--- config.mk ---
export PLATFORM = sky130hd
export DESIGN_NAME = k2_uart_tx_arbiter_flat
export DESIGN_NICKNAME = d
export VERILOG_FILES = /design/src/rtl/k2_uart_tx_arbiter_if.sv /design/src/rtl/k2_uart_tx_arbiter.sv /design/src/flat_wrapper.sv
export SDC_FILE = /design/constraint.sdc
export NUM_CORES = 1
export LEC_CHECK = 0
export CORE_UTILIZATION = 49
export DETAILED_ROUTE_END_ITERATION = 10
export GPL_TIMING_DRIVEN = 0
export PLACE_DENSITY = 0.7
export SLEW_MARGIN = 20
export SYNTH_ARGS = -nofsm -noshare
export SYNTH_HDL_FRONTEND = slang
export SYNTH_SLANG_ARGS = --single-unit
--- constraint.sdc ---
create_clock -name clk -period 6.6 [get_ports clk]
set_clock_uncertainty 0.05 [all_clocks]
set_input_delay 1.32 -clock clk [delete_from_list [all_inputs] [get_ports clk]]
set_output_delay 1.32 -clock clk [all_outputs]
set_load 0.1 [all_outputs]
--- src/rtl/k2_uart_tx_arbiter_if.sv ---
// Bundle of requester, UART and status signals around the K2 UART transmit arbiter.
// master: the requesters / UART / software side. slave: the arbiter itself.
interface k2_uart_tx_arbiter_if #(
    parameter int Bits  = 8,
    parameter int DEPTH = 4
);
    localparam int CW = $clog2(DEPTH) + 1;

    logic            req0_valid;
    logic [Bits-1:0] req0_data;
    logic            req0_ready;
    logic            req1_valid;
    logic [Bits-1:0] req1_data;
    logic            req1_ready;
    logic            tx_idle;
    logic            start_send;
    logic [Bits-1:0] send_msg_content;
    logic            grant_id;
    logic            busy;
    logic [CW-1:0]   fifo0_count;
    logic [CW-1:0]   fifo1_count;
    logic            clr_err;
    logic            err_timeout;

    modport master (
        output req0_valid, req0_data, req1_valid, req1_data, tx_idle, clr_err,
        input  req0_ready, req1_ready, start_send, send_msg_content, grant_id,
               busy, fifo0_count, fifo1_count, err_timeout
    );

    modport slave (
        input  req0_valid, req0_data, req1_valid, req1_data, tx_idle, clr_err,
        output req0_ready, req1_ready, start_send, send_msg_content, grant_id,
               busy, fifo0_count, fifo1_count, err_timeout
    );
endinterface

--- src/rtl/k2_uart_tx_arbiter.sv ---
// Shares one UART transmitter between two byte sources. Each source has a small FIFO;
// a round-robin FSM pops one byte, pulses start_send and holds the byte until the
// UART finishes the frame, abandoning it if the UART never acknowledges.
//
// state     | meaning
// ----------+-----------------------------------------------------------
// IDLE      | waiting for a queued byte and an idle UART; pops on entry to ISSUE
// ISSUE     | start_send high for this single cycle
// WAIT_BUSY | waiting for tx_idle to fall; ack timer counts down to zero
// WAIT_DONE | frame in progress; waiting for tx_idle to rise again
module k2_uart_tx_arbiter #(
    parameter int Bits        = 8,
    parameter int DEPTH       = 4,
    parameter int ACK_TIMEOUT = 16
) (
    input logic                  clk,
    input logic                  rst,
    k2_uart_tx_arbiter_if.slave  bus
);
    localparam int PW = $clog2(DEPTH);
    localparam int CW = PW + 1;
    localparam int TW = (ACK_TIMEOUT > 1) ? $clog2(ACK_TIMEOUT) : 1;

    typedef enum logic [1:0] {IDLE, ISSUE, WAIT_BUSY, WAIT_DONE} state_t;

    logic [Bits-1:0] mem [2][DEPTH];
    logic [PW-1:0]   wr_ptr [2];
    logic [PW-1:0]   rd_ptr [2];
    logic [CW-1:0]   cnt [2];
    logic [Bits-1:0] din [2];
    logic [1:0]      push;
    logic [1:0]      pop;
    logic [1:0]      not_empty;

    state_t          state;
    logic [TW-1:0]   timer;
    logic            last_grant;
    logic            sel;
    logic            do_pop;
    logic [Bits-1:0] head;

    logic            start_send_q;
    logic [Bits-1:0] msg_q;
    logic            grant_q;
    logic            busy_q;
    logic            err_q;

    assign din[0] = bus.req0_data;
    assign din[1] = bus.req1_data;

    // Ready is forced low during reset so nothing is accepted while the FIFOs clear.
    assign bus.req0_ready = !rst && (cnt[0] != CW'(DEPTH));
    assign bus.req1_ready = !rst && (cnt[1] != CW'(DEPTH));

    assign push[0] = bus.req0_valid && bus.req0_ready;
    assign push[1] = bus.req1_valid && bus.req1_ready;

    assign not_empty[0] = (cnt[0] != '0);
    assign not_empty[1] = (cnt[1] != '0);

    // Round-robin source selection and pop decision for the IDLE state.
    always_comb begin
        sel = not_empty[1];
        if (not_empty[0] && not_empty[1]) begin
            sel = ~last_grant;
        end
        do_pop = (state == IDLE) && bus.tx_idle && (|not_empty);
        pop    = {do_pop && sel, do_pop && !sel};
        head   = sel ? mem[1][rd_ptr[1]] : mem[0][rd_ptr[0]];
    end

    // FIFO storage; push is already gated off during reset through ready.
    always_ff @(posedge clk) begin
        for (int i = 0; i < 2; i++) begin
            if (push[i]) begin
                mem[i][wr_ptr[i]] <= din[i];
            end
        end
    end

    // FIFO pointers and occupancy; simultaneous push and pop leaves the count alone.
    always_ff @(posedge clk) begin
        if (rst) begin
            for (int i = 0; i < 2; i++) begin
                wr_ptr[i] <= '0;
                rd_ptr[i] <= '0;
                cnt[i]    <= '0;
            end
        end else begin
            for (int i = 0; i < 2; i++) begin
                if (push[i]) begin
                    wr_ptr[i] <= wr_ptr[i] + 1'b1;
                end
                if (pop[i]) begin
                    rd_ptr[i] <= rd_ptr[i] + 1'b1;
                end
                if (push[i] && !pop[i]) begin
                    cnt[i] <= cnt[i] + 1'b1;
                end else if (!push[i] && pop[i]) begin
                    cnt[i] <= cnt[i] - 1'b1;
                end
            end
        end
    end

    // Arbitration FSM with registered UART-facing outputs and sticky timeout flag.
    always_ff @(posedge clk) begin
        if (rst) begin
            state        <= IDLE;
            timer        <= '0;
            last_grant   <= 1'b1;
            start_send_q <= 1'b0;
            msg_q        <= '0;
            grant_q      <= 1'b0;
            busy_q       <= 1'b0;
            err_q        <= 1'b0;
        end else begin
            // A timeout in the same cycle overrides this clear below.
            if (bus.clr_err) begin
                err_q <= 1'b0;
            end
            case (state)
                IDLE: begin
                    if (do_pop) begin
                        msg_q        <= head;
                        grant_q      <= sel;
                        start_send_q <= 1'b1;
                        busy_q       <= 1'b1;
                        state        <= ISSUE;
                    end
                end
                ISSUE: begin
                    start_send_q <= 1'b0;
                    timer        <= TW'(ACK_TIMEOUT - 1);
                    state        <= WAIT_BUSY;
                end
                WAIT_BUSY: begin
                    if (!bus.tx_idle) begin
                        state <= WAIT_DONE;
                    end else if (timer == '0) begin
                        err_q      <= 1'b1;
                        last_grant <= grant_q;
                        busy_q     <= 1'b0;
                        state      <= IDLE;
                    end else begin
                        timer <= timer - 1'b1;
                    end
                end
                WAIT_DONE: begin
                    if (bus.tx_idle) begin
                        last_grant <= grant_q;
                        busy_q     <= 1'b0;
                        state      <= IDLE;
                    end
                end
                default: state <= IDLE;
            endcase
        end
    end

    assign bus.start_send       = start_send_q;
    assign bus.send_msg_content = msg_q;
    assign bus.grant_id         = grant_q;
    assign bus.busy             = busy_q;
    assign bus.err_timeout      = err_q;
    assign bus.fifo0_count      = cnt[0];
    assign bus.fifo1_count      = cnt[1];
endmodule

--- src/flat_wrapper.sv ---
// flat-port wrapper written by rule: the top's interface ports become plain ports
module k2_uart_tx_arbiter_flat 
#(
    parameter int Bits        = 8,
    parameter int DEPTH       = 4,
    parameter int ACK_TIMEOUT = 16
)
  (clk, rst, bus_req0_valid, bus_req0_data, bus_req1_valid, bus_req1_data, bus_tx_idle, bus_clr_err, bus_req0_ready, bus_req1_ready, bus_start_send, bus_send_msg_content, bus_grant_id, bus_busy, bus_fifo0_count, bus_fifo1_count, bus_err_timeout);
  k2_uart_tx_arbiter_if #(.Bits(Bits), .DEPTH(DEPTH)) bus_i ();
  input logic clk;
  input logic rst;
  input wire logic [$bits(bus_i.req0_valid)-1:0] bus_req0_valid;
  input wire logic [$bits(bus_i.req0_data)-1:0] bus_req0_data;
  input wire logic [$bits(bus_i.req1_valid)-1:0] bus_req1_valid;
  input wire logic [$bits(bus_i.req1_data)-1:0] bus_req1_data;
  input wire logic [$bits(bus_i.tx_idle)-1:0] bus_tx_idle;
  input wire logic [$bits(bus_i.clr_err)-1:0] bus_clr_err;
  output wire logic [$bits(bus_i.req0_ready)-1:0] bus_req0_ready;
  output wire logic [$bits(bus_i.req1_ready)-1:0] bus_req1_ready;
  output wire logic [$bits(bus_i.start_send)-1:0] bus_start_send;
  output wire logic [$bits(bus_i.send_msg_content)-1:0] bus_send_msg_content;
  output wire logic [$bits(bus_i.grant_id)-1:0] bus_grant_id;
  output wire logic [$bits(bus_i.busy)-1:0] bus_busy;
  output wire logic [$bits(bus_i.fifo0_count)-1:0] bus_fifo0_count;
  output wire logic [$bits(bus_i.fifo1_count)-1:0] bus_fifo1_count;
  output wire logic [$bits(bus_i.err_timeout)-1:0] bus_err_timeout;
  assign bus_i.req0_valid = bus_req0_valid;
  assign bus_i.req0_data = bus_req0_data;
  assign bus_i.req1_valid = bus_req1_valid;
  assign bus_i.req1_data = bus_req1_data;
  assign bus_i.tx_idle = bus_tx_idle;
  assign bus_i.clr_err = bus_clr_err;
  assign bus_req0_ready = bus_i.req0_ready;
  assign bus_req1_ready = bus_i.req1_ready;
  assign bus_start_send = bus_i.start_send;
  assign bus_send_msg_content = bus_i.send_msg_content;
  assign bus_grant_id = bus_i.grant_id;
  assign bus_busy = bus_i.busy;
  assign bus_fifo0_count = bus_i.fifo0_count;
  assign bus_fifo1_count = bus_i.fifo1_count;
  assign bus_err_timeout = bus_i.err_timeout;
  k2_uart_tx_arbiter #(.Bits(Bits), .DEPTH(DEPTH), .ACK_TIMEOUT(ACK_TIMEOUT)) u_core (.clk(clk), .rst(rst), .bus(bus_i));
endmodule
==> flow_results.org, run 1 <==
** Timing
- The worst pin sits at a relative slew slack of 0.350.
- Maximum achievable frequency :: 0.202 GHz
- After routing, the total negative slack on setup checks comes to 0 ns.
- The count of endpoints failing hold in the final timing report is 0.
- Final hold analysis gives a worst-case slack of 0.413 ns.
- Dividing the final minimum period by the clock period gives 0.751.
- Setup violations remaining at the end of the flow were counted as 0.
- Final Critical Period :: 4.96 ns
- At the pin with the least slew margin, the transition time is 0.972 ns.
- Setup repair after global routing left no endpoint under its margin.
- The number of max-slew violations in the final report is 0.

** Worst setup path
- At the worst endpoint, the required time is 5.23 ns.
- Source of the critical timing path :: rst
- Worst Path Buf+Inv :: 2
- The worst register-to-register path has a setup slack of 3.88 ns.
- In this run the worst path has a maximum fanout of 8.
- The signal on the critical path passes through clkdlybuf4s50_1, a21oi_1, clkdlybuf4s50_1.
- Critical register-to-register path endpoint :: u_core.cnt[0][2]$_SDFFCE_PN0P_
- Most repeated library cell on the critical path :: clkdlybuf4s50_1
- Among all stages on the critical path, the largest delay is contributed by clkdlybuf4s50_1.
- Kind of cell with the highest combined delay on the critical path :: buffers and inverters
- Largest stage delay on the critical path :: 1.25 ns
- The critical path is of the in -> out type.
- Worst EP arrival :: 3.59 ns
- For the worst flop-to-flop path, the logic depth is 10.
- The worst setup path is captured at an output port.
- The worst setup path is launched from an input port.
- Launching point of the worst reg2reg path :: u_core.cnt[1][0]$_DFFE_PP_
- In this run the number of cells on the critical path is 3.
- Critical path destination :: bus_req1_ready

** Outcome
- Outcome :: finished, final reports clean

** Layout
- Commonest cells after routing, fill and taps aside :: edfxtp_1 (78), clkdlybuf4s50_1 (41), dfxtp_1 (19)
- In the final layout, the share of cells above drive strength 1 is 0.130.
- The final layout contains 354 nets.
- Most common library cell in the layout ignoring fill and taps :: edfxtp_1
- The repair_antennas step left the layout with diodes totalling 0.
- With fillers left out, the area of the finished cells amounts to 4840 sq um.
- From synthesis to final layout, the design area changed by 17.7%.

** Clock tree
- Hold repair after CTS inserted 0 buffers.
- Clock tree synthesis inserted a total of 9 buffers.
- Post-CTS timing repair inserted 0 buffers for setup.
- Clock insertion delay at the later pin of the skew report :: 0.35 ns
- Number of gates resized after cts :: 0
- Worst-case clock buffer depth :: 2
- Number of clock sinks seen by CTS :: 97
- Clock-pin slew was measured on the worst setup and hold paths at 0.10 ns.
- Buffer cell driving the clock tree root :: clkbuf_8
- The H-tree generated during clock tree synthesis spans 3 levels.
- Clock tree from TritonCTS :: done

** Synthesis
- Yosys printed 0 warnings.
- In this run the cell area of the synthesized design comes to 4110 sq um.
- The cell count after synthesis came out at 267.
- In this run, distinct cell masters in the synthesized netlist total 40.
- Most common flop cell mapped by yosys :: edfxtp_1
- Post-synthesis sequential element count :: 97
- In this run, synthesis inferred 78 flip-flops with an integrated enable.
- In the synthesized netlist the async set-or-reset flop fraction comes to 0.
- The share of the Yosys chip area taken by registers is 0.662.
- A synthesized cell averages 15.4 sq um.
- Counting every net in the synthesized netlist gives 302.

** Power and ir drop
- Cell leakage power :: 1.70 nW
- The share of total power dissipated in combinational logic is 0.397.
- The design draws 1.95 mW.
- Sequential share of power :: 0.419
- Of the total power, the share spent switching nets is 0.409.
- Across the VDD grid, the largest voltage drop is 0.154 mV.
- The internal portion of the total power is 1.15 mW.
- The share of total power dissipated in the clock network is 0.184.
- Dividing total power by cell area gives a power density of 403 nW/um^2.
- For this design the total switching power over the nets is 798 uW.

** Floorplan
- In this run the count of I/O pins placed on the die edge is 42.
- Die H :: 93.6 um
- Horizontal die dimension :: 93.6 um
- In this run the core area contains 33 standard-cell rows.
- Starting utilization of the core area :: 0.503
- The core region is 8180 sq um.
- Die area :: 8760 sq um

** Drt
- Via total after detailed routing :: 2,274
- Total length of routed wires :: 6.82 mm
- Average routed wire per standard cell :: 15.9 um
- The detailed router finished its first iteration with 108 violations.
- Count of antenna-violating nets left after detailed routing :: 0
- For this run, design rule violations remaining after detail routing come to 0.
- Via density :: 5.30
- Number of detailed-routing iterations run before antenna repair :: 4

** Hold path
- Path type of the worst min-delay path :: reg -> reg

** Global route
- Total global routing overflow :: 0
- For this run, the total global-route usage over all layers was measured as 0.177.
- Global-route wire length before repair :: 11.3 mm
- Entering global routing, the biggest net connects 19 pins.
- Initial antenna violation count :: 0
- Via count of the first global-routing pass :: 2,225

** Place
- Cell area after placement :: 4650 sq um
- Routability-driven placement finished with a final weighted congestion of 0.746.
- Detailed placement finished with a half-perimeter wire length of 4.91 mm.
- Count of buffers inserted at the top-level ports :: 41

** Run
- Total of max-cap violations :: 0
[kinds of logic after synthesis]
| family | count (synthesis) | synth area share |
|---|---|---|
| AOI/OAI and AO/OA | 32 | 0.0575 |
| xor gates and xnor gates | 7 | 0.0149 |
| adders and majority gates | 13 | 0.0414 |
| buffers and inverters | 22 | 0.0219 |
| DFF | 97 | 0.662 |
| muxes | 25 | 0.110 |
| and+or+nand+nor | 71 | 0.0919 |
[cells in the mapped netlist, types with 2 or more instances]
cell type	number	area, sq um
nor3_1	8	40.0
or3b_1	3	26.3
nor2b_1	8	50.1
edfxtp_1	78	2340
ha_1	12	150
mux2i_1	8	80.1
inv_1	11	41.3
xor2_1	3	26.3
nor2_1	18	67.6
nand2_1	11	41.3
nor3b_1	2	15.0
dfxtp_1	19	380
nand3_1	2	10.0
buf_1	2	7.51
a21oi_1	9	45.0
mux4_2	16	360
clkbuf_1	3	11.3
a211oi_1	10	75.1
and3_1	8	50.1
xnor2_1	4	35.0
buf_2	6	30.0
nand2b_1	7	43.8
a22oi_1	2	15.0
[layout make-up]
type                       count  area, sq um
buffer                        11         48.8
clock buffer                   9          124
clock inverter                 7         63.8
fill                         675         3340
inverter                      11         41.3
multi-input combinational    148         1300
sequential                    97         2720
tap                          105          131
timing repair buffer          41          410
[metrics by stage]
stage,utilization,worst slack (ns),cells
floorplan,-,2.17,267
global placement,0.569,1.66,413
detailed placement,0.569,1.68,413
CTS,0.592,1.67,429
global route,0.592,1.59,429
finish,0.592,1.64,429
[worst register-to-register path, cell delays in order, from the launching register on]
cell and delay (ns):
edfxtp_1 0.44, inv_1 0.11, ha_1 0.19, nand2b_1 0.06, buf_2 0.15, nand2_1 0.43, nand4b_1 0.26, fa_1 0.44
xor2_1 0.17, xnor2_1 0.13, nor2_1 0.05
[state kept, by name, indices dropped and copies added (netlist names)]
| name | count |
|---|---|
| u_core.cnt | 6 |
| u_core.wr_ptr | 4 |
| u_core.rd_ptr | 4 |
| u_core.bus.start_send | 1 |
| u_core.timer | 4 |
| u_core.bus.busy | 1 |
| u_core.bus.err_timeout | 1 |
| u_core.last_grant | 1 |
| u_core.bus.grant_id | 1 |
| u_core.state | 2 |
| u_core.mem | 64 |
| u_core.bus.send_msg_content | 8 |
[power by group through the flow]
stage                     registers, mW  logic, mW  clock network, mW
after floorplan                    1.09      0.342                  0
after global placement            0.828      0.768                  0
after detailed placement          0.833      0.781                  0
after CTS                         0.818      0.783              0.369
after global routing              0.829      0.838              0.397
final                             0.817      0.775              0.359
[per-layer routing]
| layer | vias to the layer above | GRT usage | share of wire |
|---|---|---|---|
| li1 | 1121 | - | - |
| met1 | 1112 | 0.244 | 0.46 |
| met2 | 36 | 0.282 | 0.50 |
| met3 | 5 | 0.0325 | 0.024 |
| met4 | 0 | 0.0654 | 0.0084 |
| met5 | - | 0 | 0 |
[worst min-delay path by stage]
| stage | startpoint | to | slack [ns] | cells after the start |
|---|---|---|---|---|
| after CTS | u_core.bus.start_send$_SDFFE_PP0P_ | u_core.bus.start_send$_SDFFE_PP0P_ | 0.41 | 2 |
| after global placement | u_core.bus.start_send$_SDFFE_PP0P_ | u_core.bus.start_send$_SDFFE_PP0P_ | 0.40 | 2 |
| after floorplan | u_core.last_grant$_SDFFE_PP1P_ | u_core.last_grant$_SDFFE_PP1P_ | 0.41 | 1 |
| after detailed placement | u_core.bus.start_send$_SDFFE_PP0P_ | u_core.bus.start_send$_SDFFE_PP0P_ | 0.40 | 2 |
| final | u_core.bus.start_send$_SDFFE_PP0P_ | u_core.bus.start_send$_SDFFE_PP0P_ | 0.41 | 2 |
| after global routing | u_core.bus.grant_id$_SDFFE_PP0P_ | u_core.bus.grant_id$_SDFFE_PP0P_ | 0.47 | 2 |
No activity file was read; power rests on OpenSTA's default activity.
==> run 2: changes to the inputs <==
==> constraint.sdc (replaced) <==
create_clock -name clk -period 4.77 [get_ports clk]
set_clock_uncertainty 0.05 [all_clocks]
set_input_delay 0.954 -clock clk [delete_from_list [all_inputs] [get_ports clk]]
set_output_delay 0.954 -clock clk [all_outputs]
set_load 0.1 [all_outputs]
==> results of run 2 <==
The final DEF is identical to that of run 1. Status: finished, final reports clean.
Main changes from that run: setup slack after placement 1.68 ns -> 0.581 ns; setup slack after layout 1.64 ns -> 0.544 ns; register-to-register setup slack 3.88 ns -> 2.05 ns; total power 1.95 mW -> 2.70 mW; worst IR drop on VDD 0.154 mV -> 0.213 mV
==> run 3: changes to the inputs <==
--- a/config.mk
+++ b/config.mk
@@ -6,7 +6,9 @@
 export NUM_CORES = 1
 export LEC_CHECK = 0
 export CORE_UTILIZATION = 49
+export CTS_CLUSTER_SIZE = 16
 export DETAILED_ROUTE_END_ITERATION = 10
+export GPL_ROUTABILITY_DRIVEN = 0
 export GPL_TIMING_DRIVEN = 0
 export PLACE_DENSITY = 0.7
 export SLEW_MARGIN = 20
==> constraint.sdc (replaced) <==
create_clock -name clk -period 5 [get_ports clk]
set_clock_uncertainty 0.05 [all_clocks]
set_input_delay 1 -clock clk [delete_from_list [all_inputs] [get_ports clk]]
set_output_delay 1 -clock clk [all_outputs]
set_load 0.1 [all_outputs]
==> results of run 3 <==
The final DEF is identical to that of run 1. Status: finished, final reports clean.
Main changes from that run: setup slack after placement 1.68 ns -> 0.719 ns; setup slack after layout 1.64 ns -> 0.682 ns; register-to-register setup slack 3.88 ns -> 2.28 ns; total power 1.95 mW -> 2.58 mW; worst IR drop on VDD 0.154 mV -> 0.203 mV
